===== src/rtl/bcd_display_mux.sv =====
// Two-digit multiplexed seven-segment driver for the dice-roller result.
// Captures the roller's BCD value once per frame, then scans it onto a shared segment bus.
//
// state     | meaning
// ----------+-----------------------------------------------------------
// BLANK0    | all digits off; bcd_in/blank_lz latched on its first cycle
// SHOW_ONES | an=01, ones digit lit, dp flashes after a value change
// BLANK1    | all digits off, ghost suppression between digits
// SHOW_TENS | an=10, tens digit lit, optional leading-zero blanking
module bcd_display_mux #(
   parameter int SCAN_DIV     = 16,
   parameter int GUARD        = 2,
   parameter int FLASH_FRAMES = 8
) (
   input  logic       clk,
   input  logic       rst,
   input  logic [7:0] bcd_in,
   input  logic       blank_lz,
   output logic [6:0] seg,
   output logic       dp,
   output logic [1:0] an
);

   localparam int MAXLEN = (SCAN_DIV > GUARD) ? SCAN_DIV : GUARD;
   localparam int CW     = (MAXLEN > 1) ? $clog2(MAXLEN) : 1;

   localparam logic [CW-1:0] GUARD_LD = CW'(GUARD - 1);
   localparam logic [CW-1:0] SCAN_LD  = CW'(SCAN_DIV - 1);
   localparam logic [7:0]    FLASH_LD = 8'(FLASH_FRAMES);

   typedef enum logic [1:0] {
      BLANK0    = 2'd0,
      SHOW_ONES = 2'd1,
      BLANK1    = 2'd2,
      SHOW_TENS = 2'd3
   } state_t;

   state_t        state, state_nxt;
   logic [CW-1:0] cnt, cnt_nxt;

   logic [7:0] shown;
   logic       lz_q;
   logic [7:0] flash_cnt;
   logic       first_q;
   logic       latch;
   logic       tens_blank;

   function automatic logic [6:0] seg7(input logic [3:0] n);
      logic [6:0] s;
      case (n)
         4'd0:    s = 7'h3F;
         4'd1:    s = 7'h06;
         4'd2:    s = 7'h5B;
         4'd3:    s = 7'h4F;
         4'd4:    s = 7'h66;
         4'd5:    s = 7'h6D;
         4'd6:    s = 7'h7D;
         4'd7:    s = 7'h07;
         4'd8:    s = 7'h7F;
         4'd9:    s = 7'h6F;
         default: s = 7'h40;
      endcase
      return s;
   endfunction

   always_ff @(posedge clk) begin
      if (rst) begin
         state <= BLANK0;
         cnt   <= GUARD_LD;
      end else begin
         state <= state_nxt;
         cnt   <= cnt_nxt;
      end
   end

   // One shared down-counter times every slot; it reloads on each state change.
   always_comb begin
      state_nxt = state;
      cnt_nxt   = cnt - CW'(1);
      if (cnt == '0) begin
         case (state)
            BLANK0: begin
               state_nxt = SHOW_ONES;
               cnt_nxt   = SCAN_LD;
            end
            SHOW_ONES: begin
               state_nxt = BLANK1;
               cnt_nxt   = GUARD_LD;
            end
            BLANK1: begin
               state_nxt = SHOW_TENS;
               cnt_nxt   = SCAN_LD;
            end
            default: begin
               state_nxt = BLANK0;
               cnt_nxt   = GUARD_LD;
            end
         endcase
      end
   end

   assign latch = (state == BLANK0) && (cnt == GUARD_LD);

   // The first latch after reset compares against the reset value, so it must not flash.
   always_ff @(posedge clk) begin
      if (rst) begin
         shown     <= 8'h00;
         lz_q      <= 1'b0;
         flash_cnt <= 8'd0;
         first_q   <= 1'b1;
      end else if (latch) begin
         shown   <= bcd_in;
         lz_q    <= blank_lz;
         first_q <= 1'b0;
         if (!first_q && (bcd_in != shown))
            flash_cnt <= FLASH_LD;
         else if (flash_cnt != 8'd0)
            flash_cnt <= flash_cnt - 8'd1;
      end
   end

   // "00" stands for 100 and is always shown in full.
   assign tens_blank = lz_q && (shown[7:4] == 4'd0) && (shown[3:0] != 4'd0);

   always_comb begin
      seg = 7'h00;
      dp  = 1'b0;
      an  = 2'b00;
      case (state)
         SHOW_ONES: begin
            an  = 2'b01;
            seg = seg7(shown[3:0]);
            dp  = (flash_cnt != 8'd0);
         end
         SHOW_TENS: begin
            an  = 2'b10;
            seg = tens_blank ? 7'h00 : seg7(shown[7:4]);
         end
         default: ;
      endcase
   end

endmodule


===== config.mk =====
export PLATFORM = sky130hd
export DESIGN_NAME = bcd_display_mux
export DESIGN_NICKNAME = d
export VERILOG_FILES = /design/src/rtl/bcd_display_mux.sv
export SDC_FILE = /design/constraint.sdc
export NUM_CORES = 1
export LEC_CHECK = 0
export CORE_ASPECT_RATIO = 1.4
export CORE_UTILIZATION = 55
export CTS_BUF_LIST = sky130_fd_sc_hd__clkbuf_4
export DETAILED_ROUTE_END_ITERATION = 10
export GPL_TIMING_DRIVEN = 0
export PLACE_DENSITY = 0.81
export SETUP_SLACK_MARGIN = 0.5
export SLEW_MARGIN = 0
export SYNTH_ARGS = -nofsm -noshare
export SYNTH_HDL_FRONTEND = slang
export SYNTH_SLANG_ARGS = --single-unit

===== constraint.sdc =====
create_clock -name clk -period 2.3 [get_ports clk]
set_input_delay 0.46 -clock clk [delete_from_list [all_inputs] [get_ports clk]]
set_output_delay 0.46 -clock clk [all_outputs]
set_load 0.1 [all_outputs]

==> impl_metrics.env <==
export IMPL_critPathLaunch="shown[6]"
export IMPL_crit_slowest_cell="or4b_4"
export IMPL_hpwlAfterDp_um=3410
export IMPL_seq_area_frac_synth_pct=34.4
export IMPL_highest_layer="met4"
export IMPL_dpl_worst_slack_ns=-0.694
export IMPL_gp_congestion=0.845
export IMPL_crit_fanout=7
export IMPL_yosysTopAreaCell="dfxtp_1"
export IMPL_synth_ff_type="dfxtp_1"
export IMPL_die_height_um=77.0
export IMPL_skew_ns=0.00731
export IMPL_wl_met3_um=434
export IMPL_drt_met1_wl_um=3060
export IMPL_final_hold_violation_count=0
export IMPL_drive_above_1_share_pct=50.2
export IMPL_crit_reg2reg_launch="state[0]"
export IMPL_slowest_delay_ns=0.52
export IMPL_synth_commonest_cells="dfxtp_1 (38), nand2_1 (25), ha_1 (22)"
export IMPL_firstDrtPassIters=4
export IMPL_wl_per_cell_um=23.2
export IMPL_num_antenna_cells=0
export IMPL_grt_pass1_vias=2155
export IMPL_grt_max_degree=13
export IMPL_htree_levels=2
export IMPL_outcome="finished with violations"
export IMPL_fin_crit_sh_pct=110
export IMPL_grt_pass1_wl_um=9950
export IMPL_wl_met2_um=4000
export IMPL_p_leak_nw=1.46
export IMPL_async_flop_share_pct=0
export IMPL_cts_hold_buf=0
export IMPL_multiInputGateArea_um2=1800
export IMPL_rsz0062_at_grt="true"
export IMPL_synth_most_common_cell="dfxtp_1"
export IMPL_max_cap_violations=0
export IMPL_crit_required_ns=1.84
export IMPL_clock_latency_ns=0.36
export IMPL_yosysWarnings=0
export IMPL_worst_slack_ns=-0.240
export IMPL_wl_um=8000
export IMPL_vdd_drop_max_mv=1.51
export IMPL_layout_min_cycle_time_ns=2.54
export IMPL_area_growth_pct=60.2
export IMPL_start_util_pct=59.1
export IMPL_setup_violations=7
export IMPL_synth_top_area_share_pct=34.4
export IMPL_syn_cell_area_um2=2210
export IMPL_crit_path_end_kind="output pin"
export IMPL_max_freq_mhz=394
export IMPL_avgSynthCellArea_um2=9.28
export IMPL_cp_cell_sequence="or4b_4, o31a_4, a22o_4, buf_12"
export IMPL_worstSetupPathType="register to output pin"
export IMPL_dieArea_um2=4280
export IMPL_port_buffers=19
export IMPL_syn_inst=238
export IMPL_vias=2257
export IMPL_powerDensity_nw_per_um2=1650
export IMPL_grt_overflow=0
export IMPL_violations="setup timing"
export IMPL_cts_max_path_buffers=2
export IMPL_syn_nets=271
export IMPL_worst_pin_slew_ns=0.587
export IMPL_hp_start="cnt[0]"
export IMPL_clock_root_buffer="clkbuf_4"
export IMPL_cts_reportedPaths_clkPinSlew_ns=0.12
export IMPL_drtIter0Drc=301
export IMPL_grt_antenna_before_repair=0
export IMPL_critPathBufInv=1
export IMPL_cts_sinks=38
export IMPL_hold_path_class="register to register"
export IMPL_num_nets_final=335
export IMPL_slew_headroom_pct=60.9
export IMPL_drtAntennaViolNets=0
export IMPL_die_w_um=55.6
export IMPL_io_pins=21
export IMPL_synth_seq_cells=38
export IMPL_tns_ns=-1.60
export IMPL_seqCellArea_um2=774
export IMPL_start_kind="register"
export IMPL_drv_slew=0
export IMPL_cts_buffers=5
export IMPL_critPathArrivalTime_ns=2.08
export IMPL_vias_per_cell=6.54
export IMPL_coreArea_um2=3740
export IMPL_cts_tree="done"
export IMPL_synth_edff_count=0
export IMPL_synth_distinct_cells=52
export IMPL_rows=26
export IMPL_crit_family="compound AO/OA/AOI/OAI gates"
export IMPL_drc=0
export IMPL_synth_area_leaders="dfxtp_1 (34%), ha_1 (12%), nand2_1 (4.2%)"
export IMPL_grt_total_usage_pct=29.3
export IMPL_fill_cells=103
[placed cells by master (no fill, tap or decap), types with 6 or more instances in the layout]
| cell | instances |
|---|---|
| dfxtp_1 | 31 |
| buf_4 | 28 |
| nand2_1 | 20 |
| buf_6 | 14 |
| ha_4 | 14 |
| a21oi_1 | 12 |
| buf_12 | 11 |
| nor2_1 | 11 |
| inv_1 | 8 |
| clkbuf_4 | 7 |
| a22o_4 | 7 |
| o22ai_2 | 7 |
| ha_1 | 7 |
| a21oi_4 | 6 |
[metal layers]
metal / track usage, % / vias to the layer above
met3: 3.88 / 53
met4: 16.5 / 0
met1: 30.8 / 1114
met5: 0 / -
li1: - / 962
met2: 54.7 / 128
[report_power, final]
group	internal (mW)	switching, mW	total, mW
Clock	0.335	0.245	0.580
Combinational	1.86	2.21	4.07
Sequential	0.918	0.277	1.19
[kinds of logic (layout without fill, tap and decap cells)]
| group | count (synthesis) | in the layout | synth area share [%] |
|---|---|---|---|
| adders and majority gates | 22 | 22 | 12.5 |
| muxes | 8 | 8 | 4.08 |
| AOI/OAI and AO/OA | 55 | 55 | 19.6 |
| buffers and inverters | 29 | 94 | 6.40 |
| xor gates and xnor gates | 9 | 9 | 3.57 |
| DFF | 38 | 38 | 34.4 |
| and+or+nand+nor | 77 | 77 | 19.5 |
[path summary, 6_finish.rpt]
| check | depth (start not counted) | slack (ns) | end |
|---|---|---|---|
| max | 4 | -0.24 | seg[0] |
| min | 1 | 0.47 | cnt[0] |
| max reg2reg | 11 | 0.15 | register |
| min reg2reg | 1 | 0.47 | cnt[0] |
[timing repair]
item / in CTS / in global routing
gates resized for setup: 140 / 55
setup endpoints to repair: 29 / 32
endpoints found under the hold margin: 0 / 0
setup buffers: 27 / 10
pin swaps: 14 / 23
cloned: 0 / 1
[cell type report]
| cell class | count | share of cell area [%] |
|---|---|---|
| Tap cell | 42 | 1.48 |
| Timing Repair Buffer | 57 | 17.6 |
| Multi-Input combinational cell | 171 | 50.8 |
| Buffer | 11 | 2.93 |
| Sequential cell | 38 | 21.9 |
| Clock inverter | 3 | 1.80 |
| Clock buffer | 5 | 1.06 |
| Inverter | 18 | 2.47 |
[metrics by stage]
step	area (um2)	hold WS (ns)	total power, mW	util [%]	instances
after global placement	2600	0.432	3.54	69.6	299
after detailed placement	2600	0.437	3.59	69.6	299
after CTS	3220	0.469	4.98	86.0	334
final	3540	0.475	5.84	94.6	345
after global routing	3540	0.495	6.04	94.6	345
after floorplan	2360	0.414	3.11	-	238
Note: power is estimated with default switching activity, not from simulation.
